===== config.mk =====
export PLATFORM = sky130hd
export DESIGN_NAME = fifo_ctrl
export DESIGN_NICKNAME = d
export VERILOG_FILES = /design/src/rtl/fifo_pkg.sv /design/src/rtl/fifo_ptr.sv /design/src/rtl/fifo_ctrl.sv
export SDC_FILE = /design/constraint.sdc
export NUM_CORES = 1
export LEC_CHECK = 0
export ABC_AREA = 1
export CAP_MARGIN = 20
export CORE_ASPECT_RATIO = 0.6
export CORE_MARGIN = 2
export CORE_UTILIZATION = 25
export DETAILED_ROUTE_END_ITERATION = 12
export GPL_TIMING_DRIVEN = 0
export PLACE_DENSITY = 0.65
export SLEW_MARGIN = 0
export SYNTH_ARGS = -nofsm -noshare
export SYNTH_HDL_FRONTEND = slang
export SYNTH_HIERARCHICAL = 1
export SYNTH_SLANG_ARGS = --single-unit

===== constraint.sdc =====
create_clock -name clk_i -period 2 [get_ports clk_i]
set_clock_uncertainty 0.2 [all_clocks]
set_input_delay 0.4 -clock clk_i [delete_from_list [all_inputs] [get_ports clk_i]]
set_output_delay 0.4 -clock clk_i [all_outputs]
set_load 0.01 [all_outputs]

===== src/rtl/fifo_pkg.sv =====
// Shared constants, types and helpers for the FIFO controller and its pointer counters.
package fifo_pkg;

  localparam int DefaultAddrWidth = 3;

  // Widest pointer the Gray helper handles; callers truncate to their own width.
  localparam int GrayMaxWidth = 32;

  // Status flags grouped so the flag logic can be assembled in one place.
  typedef struct packed {
    logic full;
    logic empty;
    logic almost_full;
    logic almost_empty;
  } fifo_flags_t;

  // Binary to reflected Gray code. Zero-extended inputs give correct low bits.
  function automatic logic [GrayMaxWidth-1:0] bin2gray(input logic [GrayMaxWidth-1:0] bin);
    return bin ^ (bin >> 1);
  endfunction

  // Occupancy threshold checks, unsigned.
  function automatic logic count_at_least(input logic [31:0] count, input logic [31:0] thr);
    return count >= thr;
  endfunction

  function automatic logic count_at_most(input logic [31:0] count, input logic [31:0] thr);
    return count <= thr;
  endfunction

endpackage


===== src/rtl/fifo_ptr.sv =====
// Binary pointer counter with wrap bit and a Gray-coded copy of the registered value.
module fifo_ptr
  import fifo_pkg::*;
#(
  parameter int AddrWidth = DefaultAddrWidth
) (
  input  logic               clk_i,
  input  logic               rst_i,
  input  logic               clr_i,
  input  logic               inc_i,
  output logic [AddrWidth:0] bin_o,
  output logic [AddrWidth:0] gray_o
);

  localparam logic [AddrWidth:0] PtrOne = 1;

  logic [AddrWidth:0] bin_reg;
  logic [AddrWidth:0] bin_next;

  // Next pointer value: natural wrap modulo 2**(AddrWidth+1).
  always_comb begin
    bin_next = bin_reg + PtrOne;
  end

  // Reset and clear both return the pointer to zero; clear beats increment.
  always_ff @(posedge clk_i) begin
    if (rst_i || clr_i) begin
      bin_reg <= '0;
    end else if (inc_i) begin
      bin_reg <= bin_next;
    end
  end

  assign bin_o  = bin_reg;
  assign gray_o = (AddrWidth+1)'(bin2gray(GrayMaxWidth'(bin_reg)));

endmodule


===== src/rtl/fifo_ctrl.sv =====
// Single-clock FIFO controller: handshake arbitration, RAM address/enable
// generation and occupancy flags derived from two pointer counters.
module fifo_ctrl
  import fifo_pkg::*;
#(
  parameter int AddrWidth      = DefaultAddrWidth,
  parameter int AlmostFullThr  = 6,
  parameter int AlmostEmptyThr = 2
) (
  input  logic                 clk_i,
  input  logic                 rst_i,
  input  logic                 flush_i,
  input  logic                 wr_valid_i,
  output logic                 wr_ready_o,
  input  logic                 rd_ready_i,
  output logic                 rd_valid_o,
  output logic                 wr_en_o,
  output logic [AddrWidth-1:0] wr_addr_o,
  output logic                 rd_en_o,
  output logic [AddrWidth-1:0] rd_addr_o,
  output logic                 full_o,
  output logic                 empty_o,
  output logic                 almost_full_o,
  output logic                 almost_empty_o,
  output logic [AddrWidth:0]   count_o,
  output logic [AddrWidth:0]   wr_ptr_gray_o,
  output logic [AddrWidth:0]   rd_ptr_gray_o
);

  localparam int WrSide = 0;
  localparam int RdSide = 1;

  logic [AddrWidth:0] ptr_bin  [2];
  logic [AddrWidth:0] ptr_gray [2];
  logic               ptr_inc  [2];

  logic               wr_acc;
  logic               rd_acc;
  logic [AddrWidth:0] count;
  fifo_flags_t        flags;

  // One counter per side; side 0 is the write pointer, side 1 the read pointer.
  for (genvar gi = 0; gi < 2; gi++) begin : g_ptr
    fifo_ptr #(
      .AddrWidth(AddrWidth)
    ) u_ptr (
      .clk_i (clk_i),
      .rst_i (rst_i),
      .clr_i (flush_i),
      .inc_i (ptr_inc[gi]),
      .bin_o (ptr_bin[gi]),
      .gray_o(ptr_gray[gi])
    );
  end

  // Flags and occupancy depend only on the registered pointers, never on this cycle's requests.
  always_comb begin
    count              = ptr_bin[WrSide] - ptr_bin[RdSide];
    flags.empty        = (ptr_bin[WrSide] == ptr_bin[RdSide]);
    flags.full         = (ptr_bin[WrSide][AddrWidth] != ptr_bin[RdSide][AddrWidth]) &&
                         (ptr_bin[WrSide][AddrWidth-1:0] == ptr_bin[RdSide][AddrWidth-1:0]);
    flags.almost_full  = count_at_least(32'(count), 32'(AlmostFullThr));
    flags.almost_empty = count_at_most(32'(count), 32'(AlmostEmptyThr));
  end

  // Accepts: reset and flush suppress both sides; full blocks writes, empty blocks reads,
  // so a simultaneous request on an empty FIFO never bypasses the RAM.
  always_comb begin
    wr_acc         = wr_valid_i && !flags.full  && !flush_i && !rst_i;
    rd_acc         = rd_ready_i && !flags.empty && !flush_i && !rst_i;
    ptr_inc[WrSide] = wr_acc;
    ptr_inc[RdSide] = rd_acc;
  end

  assign wr_en_o        = wr_acc;
  assign rd_en_o        = rd_acc;
  assign wr_addr_o      = ptr_bin[WrSide][AddrWidth-1:0];
  assign rd_addr_o      = ptr_bin[RdSide][AddrWidth-1:0];
  assign full_o         = flags.full;
  assign empty_o        = flags.empty;
  assign almost_full_o  = flags.almost_full;
  assign almost_empty_o = flags.almost_empty;
  assign wr_ready_o     = !flags.full;
  assign rd_valid_o     = !flags.empty;
  assign count_o        = count;
  assign wr_ptr_gray_o  = ptr_gray[WrSide];
  assign rd_ptr_gray_o  = ptr_gray[RdSide];

endmodule


# Word level (Yosys, flattened, before mapping)
# Index checks and enable logic that the tools add are counted.
# Widths: inputs -> output; s select.
# totals
regBits,8
in_bits,5
wordCells,24
# classes
add_sub_neg,3
order_cmp,2
eq_ne,3
bitwise,2
reduce_logical,12
# op_table
op,count
$add 4x1->4 const B,2
$xor 4x3->4,2
$logic_and 1x1->1,7
$eq 4x4->1,1
$ge 4x3->1 const B,1
$le 4x2->1 const B,1
$logic_not 1->1,4
$sub 4x4->4,1
$eq 3x3->1,1
$logic_or 1x1->1,1
$ne 1x1->1,1

# Logic depth before layout (Yosys ltp)
# logic_depth
ltp_word,6
ltp_mapped,11
ltp_nobuf,10

# Cells and area by module
# The synthesis kept the hierarchy.
# modules_own_cells
mod,n_inst,cells_per_inst,area_each_um2,seq_area_each_um2
fifo_ptr,2,29,227.7,80.1
fifo_ctrl,1,39,201.4,0.0

# Worst setup path before layout
# No wires, ideal clock.
# synth_timing
path_kind,reg2out
start,reg g_ptr[0].u_ptr.bin_reg[0]
end,out almost_empty_o
t_arrival_ns,1.667
t_required_ns,1.400
path_slack_ns,-0.267
stages_incl_launch_ff,8
cell_sequence,dfxtp_1 -> inv_1 -> ha_1 -> fa_1 -> xnor2_1 -> inv_1 -> o21ai_0 -> nor2_1
# synth_between
elab_chain_len,2
# synth_lines
item,line,source
start: declaration,fifo_ptr.sv:17,logic [AddrWidth:0] bin_reg;
start signal: assignment,fifo_ptr.sv:30,bin_reg <= bin_next;
$sub 4x4->4,fifo_ctrl.sv:58,count = ptr_bin[WrSide] - ptr_bin[RdSide];
via count_o[2],fifo_ctrl.sv:25,"output logic [AddrWidth:0] count_o,"
$le 4x2->1,fifo_pkg.sv:28,return count <= thr;
end: declaration,fifo_ctrl.sv:24,"output logic almost_empty_o,"
# The timed path passes the listed nets, and every way through them passes these cells.

# Final worst setup path
# layout_timing
start,reg g_ptr[0].u_ptr.bin_reg[0]
end,out almost_empty_o
# layout_between
elab_chain_len,2
# layout_lines
item,line
$sub 4x4->4,fifo_ctrl.sv:58
$le 4x2->1,fifo_pkg.sv:28
# No other way between the ends.

==> impl_metrics.yaml <==
timing:
  grt_setup_unrepaired: "yes"
  hold_viol_final: 0
  fin_tns_setup_ps: -1074
  min_period_over_period: 1.123
  slew_headroom: 0.8723
  worstMarginPinSlew_ps: 191.4
  timing.fmax_ghz: 0.4451
  finalMaxSlewViolations: 0
  fin_crit_ps: 2247
  setup_viol_count_final: 9
  timing.final.ws_setup_ps: -246.7
  fin_hold_ws_ps: 324.3
critical_path:
  slowest_stage: "fa_2"
  critical_path_class: "reg -> out"
  r2r-start: "g_ptr[1].u_ptr/bin_o[1]"
  cp_data_arrival_time_ps: 1650
  worstPathCellList: "inv_2 -> ha_4 -> fa_2 -> xnor2_4 -> inv_1 -> o21ai_1 -> nor2_1 -> buf_2"
  cp-start-kind: "register"
  r2r-end: "g_ptr[1].u_ptr/bin_o[3]"
  slowest_delay_ps: 380
  r2r_slack_ps: 130
  end_kind: "primary output"
  crit_required_ps: 1400
  reg2reg_depth: 12
  crit_fanout: 3
routing:
  drt-pass1-iter-count: 4
  finalWirelength_um: 2109
  vias: 764
  wl_per_cell_um: 12.12
  vias_per_cell: 4.391
  drc: 0
  drt_iter0_markers: 18
  route.antenna.remaining_nets: 0
min_path:
  hold_class: "reg -> reg"
  hp-start: "g_ptr[1].u_ptr/bin_o[2]"
  whs_path_depth: 2
  min_to: "g_ptr[1].u_ptr/bin_o[2]"
clock_tree:
  cts_tree: "built"
  clkSlewWorstSetupHoldPaths_ps: 40
  clock_latency_ps: 230
  holdBufCountCts: 0
  clock_path_buffers: 2
  htree_levels: 1
  clock_sinks: 8
  cts_buffers: 3
  cts_root_buf: "clkbuf_8"
global_routing:
  grt_overflow: 0
  antenna_found_initial: 0
  grt_util_all_layers: 0.1426
  grt_pass1_vias: 721
  grt_start_max_net_pins: 9
  grt_pass1_wl_um: 3291
die:
  rows: 14
  start_util: 0.2622
  chipHeight_um: 43.71
  core-area_um2: 2505
  dieArea_um2: 3067
  io-pin-count: 31
  fp.dieW_um: 70.18
power_and_ir_drop:
  power_per_cell_area_nw_per_um2: 347.0
  vdd_ir_drop_max_v: 0.0001394
  power_switching_mw: 0.1083
  p_int_mw: 0.3262
  finalPower_mw: 0.4346
  p_seq_frac: 0.355
  pwr-share-clk: 0.489
  power_frac_comb: 0.156
  switching_share: 0.2493
  leakage_nw: 0.6114
finish:
  final_cell_mix: "nand2_1 (19), inv_1 (15), buf_4 (13), clkdlybuf4s50_1 (13), nor2_1 (9)"
  final_nets: 156
  fill_cells: 232
  layout_commonest_cell: "nand2_1"
  final_cells: 174
  area_growth_pct: 90.67
  drive_gt1_frac: 0.4155
  utilization: 0.5000
  final_cell_area_um2: 1252
  largest_reg_flops: 8
  diodes: 0
status:
  status: "finished with violations"
  violations: "setup timing"
placement:
  place_ws_ps: -553.1
  placed_cells: 159
  gp_congestion: 0.8235
  numPortBuffers: 30
  dp_hpwl_um: 1437
  dpl_cell_area_um2: 1037
synth:
  synthCells: 97
  yosysUniqueCellTypes: 17
  synth-seq-cells: 8
  synth_area_per_cell_um2: 6.772
  ys_warn_count: 6
  synth_area_um2: 656.9
  ys_seq_area_frac: 0.2438
  synthesis.nets: 110
  yosysTopAreaCellShare: 0.2438
  synth_area_leaders: "dfxtp_1 (24%), ha_1 (13%), inv_1 (11%)"
  yosysTopAreaCell: "dfxtp_1"
job:
  maxCapViolations: 0
-- layer usage --
| layer | track usage | vias up | part of all wire |
|---|---|---|---|
| li1 | - | 393 | - |
| met5 | 0 | - | 0 |
| met1 | 0.1516 | 350 | 0.43 |
| met3 | 0.03953 | 4 | 0.038 |
| met2 | 0.2705 | 17 | 0.52 |
| met4 | 0.06538 | 0 | 0.011 |
-- timing repair --
item,CTS,global route
buffers inserted,3,8
pin swaps,7,7
setup endpoints to repair,20,16
gates resized for setup,51,30
-- cell families after synthesis --
family                     after synthesis  share of synthesized area
DFF                                      8                     0.2438
AOI/OAI and AO/OA                        8                    0.06094
adders and majority gates                8                     0.1638
and+or+nand+nor                         45                     0.3029
buffers and inverters                   25                     0.1886
xor gates and xnor gates                 3                    0.04001
-- layout make-up --
cell class / instances / area [um2] / share of cell area
sequential: 8 / 187.7 / 0.1499
tap: 32 / 40.04 / 0.03197
buffer: 6 / 52.55 / 0.04196
clock buffer: 4 / 45.04 / 0.03596
inverter: 19 / 73.82 / 0.05894
timing repair buffer: 41 / 360.3 / 0.2877
multi-input combinational: 64 / 493.0 / 0.3936
-- critical path: cells and delay by family, from the launching register on --
family,cells,cell delay (ps)
adder cells (fa/ha/maj),2,530
flip-flops,1,340
buffers and inverters,3,220
XOR/XNOR,1,190
AO/OA/AOI/OAI,1,70
AND/OR/NAND/NOR,1,50
-- worst max path at each step --
stage,start,slack (ps),to,depth (start not counted)
6_report,g_ptr[0].u_ptr/bin_o[0],-250,almost_empty_o,8
5_1_grt,g_ptr[0].u_ptr/bin_o[0],-310,almost_empty_o,8
4_1_cts,g_ptr[0].u_ptr/bin_o[0],-250,almost_empty_o,8
3_5_place_dp,rst_i,-550,rd_en_o,5
3_3_place_gp,rst_i,-490,wr_en_o,5
2_1_floorplan,g_ptr[0].u_ptr/bin_o[0],-30,almost_empty_o,7
-- Yosys cell counts --
cell type and instances:
a21oi_1 5, o21ai_0 1, nand3_1 6, nand3_2 2
buf_4 4, dfxtp_1 8, buf_6 2, nand2_1 19
inv_1 19, nor2_2 2, ha_1 7, xnor2_1 1
nand4_1 2, xor2_1 2, o21ai_1 2, nor2_1 14
fa_1 1
-- power by group through the flow --
stage	Sequential, mW	Clock (mW)	Combinational (mW)
CTS	0.158	0.216	0.0598
global route	0.154	0.227	0.0732
detailed placement	0.165	0	0.0591
finish	0.154	0.213	0.0679
global placement	0.165	0	0.0576
floorplan	0.165	0	0.0274
(Power assumes the default switching activity.)
==> patch 1: new RTL, config.mk and constraints unchanged <==
`DefaultAddrWidth`: 3 -> 2.
--- a/src/rtl/fifo_pkg.sv
+++ b/src/rtl/fifo_pkg.sv
@@ -3,3 +3,3 @@
 
-  localparam int DefaultAddrWidth = 3;
+  localparam int DefaultAddrWidth = 2;
 
Interface: changed (5 resized); port bits go from 31 to 26. No check against the original RTL was run, so the function may have changed too.
==> patch 1 against the unedited design <==
- the flow still finishes with violations (negative setup slack)
- routed wire length is 43% lower
- non-clock buffer count fell by 14
- via count down 28%
- synthesized area is 21% lower
- count of clock-buffer cells in the layout is 1 lower
- combinational power down 46%
- die area decreased by 20%
- worst hold slack lost 0.010 ns
- power down 41%
- design area is 29% lower
- sequential cell count shrank 2
- utilization down 3.1 points
- setup slack improved by 0.11 ns
- critical endpoint unchanged
- largest power group is now sequential cells
- highest routed layer is now met3
==> patch 1: results (changes against the unedited design) <==
Final layout
  – Nets@finish: 123 (was 156)
  – Share of cells above drive strength 1: 0.441 (was 0.415)
  – Max reg flops: 6 (was 8)

Power
  – Worst vdd rail ir drop: 0.000243 V (was 0.000139 V)
  – Leakage power: 0.435 nW (was 0.611 nW)

Run status
  – Status: complete, but fails checks (unchanged)
  – Violated checks: negative setup slack (unchanged)

Timing
  – Setup ws final: -0.133 ns (was -0.247 ns)
  – Setup TNS: -0.389 ns (was -1.07 ns)
  – Final setup vio count: 4 (was 9)

Place
  – Dpl ws: -0.608 ns (was -0.553 ns)
  – Gpl congestion: 0.776 (was 0.824)
  – Dpl cell area: 803 um^2 (was 1040 um^2)
  – Number of placed instances with taps included: 132 (was 159)
  – HPWL Detailed: 1.01 mm (was 1.44 mm)

Min path
  – Hold path start: g_ptr[0].u_ptr/bin_o[1]$_SDFFE_PP0P_ (was g_ptr[1].u_ptr/bin_o[2]$_SDFFE_PP0P_)
  – Hold endpoint: g_ptr[0].u_ptr/bin_o[1]$_SDFFE_PP0P_ (was g_ptr[1].u_ptr/bin_o[2]$_SDFFE_PP0P_)

Routing
  – M1 WL: 518 um (was 914 um)
  – Detailed Route Iter0 Violations: 8 (was 18)
  – WL met3: 81 um (was 80 um)
  – DRT Wirelength: 1.20 mm (was 2.11 mm)

Yosys
  – Post-synth top cells: 18 x nand2_1, 13 x inv_1, 9 x nor2_1, 6 x dfxtp_1, 6 x nand3_1 (was 19 x inv_1, 19 x nand2_1, 14 x nor2_1, 8 x dfxtp_1, 7 x ha_1)
  – Syn nets: 89 (was 110)
  – Syn avg cell area: 6.56 um^2 (was 6.77 um^2)
  – Post-synth cell types: 16 (was 17)

Setup path
  – Worst Path Arrival: 1.53 ns (was 1.65 ns)
  – Slowest stage delay, CP: 0.55 ns (was 0.38 ns)
  – Reg2Reg Setup Slack: 0.37 ns (was 0.13 ns)

GRT
  – Pin count of the biggest net entering global routing: 8 (was 9)
  – First-pass GRT wire length: 1.99 mm (was 3.29 mm)
  – Vias in the first global route: 473 (was 721)
## patch 1: cell types whose count changed after synthesis, moves of 3 or more
cell,unedited run,this run
inv_1,19,13
nor2_1,14,9
ha_1,7,4
inv_2,0,3
nand2_2,0,3
## patch 1: metrics by stage
stage / hold WS [ns] / util
6_report: 0.314 / 0.469
5_1_grt: 0.343 / 0.469
4_1_cts: 0.317 / 0.463
3_5_place_dp: 0.364 / 0.421
3_3_place_gp: 0.359 / 0.421
2_1_floorplan: 0.347 / -
## patch 1: worst max-delay path by stage
stage               slack, ns  depth (start not counted)                                 start             end
floorplan                0.02                          7  g_ptr[0].u_ptr/bin_o[0]$_SDFFE_PP0P_  almost_empty_o
global placement        -0.59                          5                                 rst_i         rd_en_o
detailed placement      -0.61                          5                                 rst_i         wr_en_o
CTS                     -0.17                          6  g_ptr[0].u_ptr/bin_o[0]$_SDFFE_PP0P_  almost_empty_o
global route            -0.20                          6  g_ptr[0].u_ptr/bin_o[0]$_SDFFE_PP0P_  almost_empty_o
finish                  -0.13                          6  g_ptr[0].u_ptr/bin_o[0]$_SDFFE_PP0P_  almost_empty_o
## patch 1: cells by family (layout without fill, tap and decap cells)
group,after synthesis,after routing,synth area share
and+or+nand+nor,41,41,0.370
buffers and inverters,20,52,0.174
DFF,6,6,0.232
adders and majority gates,5,5,0.135
AOI/OAI and AO/OA,5,5,0.0556
xor gates and xnor gates,2,2,0.0338
## patch 1: timing repair
| action | in CTS | in global routing |
|---|---|---|
| gates resized for setup | 66 | 6 |
| setup buffers | 3 | 1 |
| endpoints found under the setup margin | 16 | 13 |
| pin swaps | 8 | 4 |
| hold endpoints to repair | 0 | 0 |
## patch 1: power by group
group	total, mW	internal [mW]	switching, mW
clock	0.106	0.0675	0.0386
combinational	0.0367	0.0189	0.0179
sequential	0.115	0.114	0.000620
total	0.258	0.201	0.0572
## patch 1: metal layers
| metal | up-vias | GRT usage |
|---|---|---|
| met5 | - | 0 |
| met4 | 0 | 0.0333 |
| met3 | 0 | 0.0517 |
| met2 | 11 | 0.180 |
| met1 | 242 | 0.123 |
| li1 | 300 | - |
## patch 1: worst max-delay path: cells and delay by family, from the launching register on
kind	cells	cell delay, ns
simple gates	2	0.10
flops	1	0.35
fa+ha+maj	2	0.69
buf+inv	2	0.17
## patch 1: cell type report
cell class,instances,area (um^2)
buffer,4,30.0
fill,185,1010
timing repair buffer,29,250
multi-input combinational,53,353
clock buffer,3,22.5
inverter,16,62.6
sequential,6,140
tap,28,35.0
==> patch 2: new RTL, config.mk and constraints unchanged <==
Without the edit above. Register the output `count_o`; this adds one clock of latency there. The other outputs are not delayed to match.
--- a/src/rtl/fifo_ctrl.sv
+++ b/src/rtl/fifo_ctrl.sv
@@ -84,3 +84,5 @@
   assign rd_valid_o     = !flags.empty;
-  assign count_o        = count;
+  always_ff @(posedge clk_i) begin
+    count_o <= count;
+  end
   assign wr_ptr_gray_o  = ptr_gray[WrSide];
Check against the original RTL: not equivalent (Yosys sat finds a counterexample within 4 cycles, from zero or initial values).
==> patch 2 against the unedited design <==
- the run still ends with negative setup slack left
- routed wire length grew 3.4%
- via count grew 1.6%
- critical path depth shrank 1
- power grew 24%
- design area grew 6.9%
- setup slack lost 0.0043 ns
- sequential share of layout area grew 4.8 points
- sequential cell count grew 4
- count of clock-buffer cells in the layout is the same
- synthesized area grew 12%
- combinational power grew 4.6%
- critical path type unchanged
- highest routed layer is now met3
==> patch 2: results (changes against the unedited design) <==
Power
  – Leakage power: 0.607 nW (was 0.611 nW)
  – Net Switching: 0.127 mW (was 0.108 mW)
  – Worst vdd rail ir drop: 0.000186 V (was 0.000139 V)
  – Seq pwr share: 0.440 (was 0.355)
  – Clock-net power: 0.231 mW (was 0.213 mW)
  – Clock Power Share: 0.428 (was 0.489)

Timing
  – Hold slack: 0.336 ns (was 0.324 ns)
  – Setup TNS: -0.878 ns (was -1.07 ns)
  – Setup ws final: -0.251 ns (was -0.247 ns)
  – Worst slew margin: 0.859 (was 0.872)
  – Final setup vio count: 8 (was 9)

Yosys
  – Ranking of synthesized cells by area: dfxtp_1 33%, ha_1 12%, inv_1 9.7% (was dfxtp_1 24%, ha_1 13%, inv_1 11%)
  – Register bit total from synthesis: 12 (was 8)
  – Post-synth top cells: 19 x inv_1, 19 x nand2_1, 14 x nor2_1, 12 x dfxtp_1, 7 x ha_1 (was 19 x inv_1, 19 x nand2_1, 14 x nor2_1, 8 x dfxtp_1, 7 x ha_1)
  – Syn nets: 114 (was 110)
  – Synth Area in Compound Gates: 0.0543 (was 0.0610)
  – Cell count after synthesis: 101 (was 97)
  – Post-synthesis sequential area ratio: 0.326 (was 0.244)

Final layout
  – Share of cells above drive strength 1: 0.393 (was 0.415)
  – Layout clock area frac: 0.0336 (was 0.0360)
  – Nets@finish: 159 (was 156)
  – Fraction of area in multi-input gates: 0.360 (was 0.394)
  – Reg area: 265 um^2 (was 188 um^2)
  – Non-Filler Instances: 187 (was 174)
  – Fill cells: 254 (was 232)
  – Count of plain and timing-repair buffers: 46 (was 47)
  – Core Util, Final: 0.472 (was 0.500)

Routing
  – Met2 wire length: 1.15 mm (was 1.09 mm)
  – WL met3: 83 um (was 80 um)
  – Wire per inst: 11.7 um (was 12.1 um)
  – Vias: 776 (was 764)
  – Detailed Route Iter0 Violations: 20 (was 18)
  – Max Used Layer: met3 (was met4)

Setup path
  – Slowest stage delay, CP: 0.53 ns (was 0.38 ns)
  – Reg2Reg Setup Slack: 0.08 ns (was 0.13 ns)
  – Crit Path Max Fanout: 2 (was 3)
  – Worst reg-to-reg path cell count: 11 (was 12)

Place
  – Dpl cell area: 1100 um^2 (was 1040 um^2)
  – Dpl ws: -0.535 ns (was -0.553 ns)
  – Number of placed instances with taps included: 173 (was 159)
  – Gpl congestion: 0.767 (was 0.824)

GRT
  – Met3 GRT Util: 0.0460 (was 0.0395)
  – Grt met2 use: 0.234 (was 0.270)
  – Global Route Usage Sum: 0.127 (was 0.143)
  – Vias in the first global route: 710 (was 721)
  – Grt met1 use: 0.141 (was 0.152)

Run status
  – Status: complete, but fails checks (unchanged)
  – Violated checks: negative setup slack (unchanged)

Floorplanning
  – Tapcells: 42 (was 32)

Min path
  – Hold endpoint: g_ptr[1].u_ptr/bin_o[0]$_SDFFE_PP0P_ (was g_ptr[1].u_ptr/bin_o[2]$_SDFFE_PP0P_)
  – Hold path start: g_ptr[1].u_ptr/bin_o[0]$_SDFFE_PP0P_ (was g_ptr[1].u_ptr/bin_o[2]$_SDFFE_PP0P_)
## patch 2: what timing repair did
item,4_1_cts,5_1_grt
endpoints found under the setup margin,13,10
pin swaps,6,5
setup buffers,6,4
hold buffers,0,0
resized for setup,73,11
## patch 2: worst max path at each step
stage,from,endpoint,slack (ns),cells after the start
3_3_place_gp,g_ptr[0].u_ptr/bin_o[0]$_SDFFE_PP0P_,almost_full_o,-0.50,7
5_1_grt,g_ptr[0].u_ptr/bin_o[0]$_SDFFE_PP0P_,almost_empty_o,-0.33,8
6_report,g_ptr[0].u_ptr/bin_o[0]$_SDFFE_PP0P_,almost_full_o,-0.25,7
4_1_cts,g_ptr[0].u_ptr/bin_o[0]$_SDFFE_PP0P_,almost_full_o,-0.24,7
2_1_floorplan,g_ptr[0].u_ptr/bin_o[0]$_SDFFE_PP0P_,almost_empty_o,0.006,5
3_5_place_dp,rst_i,rd_en_o,-0.54,5
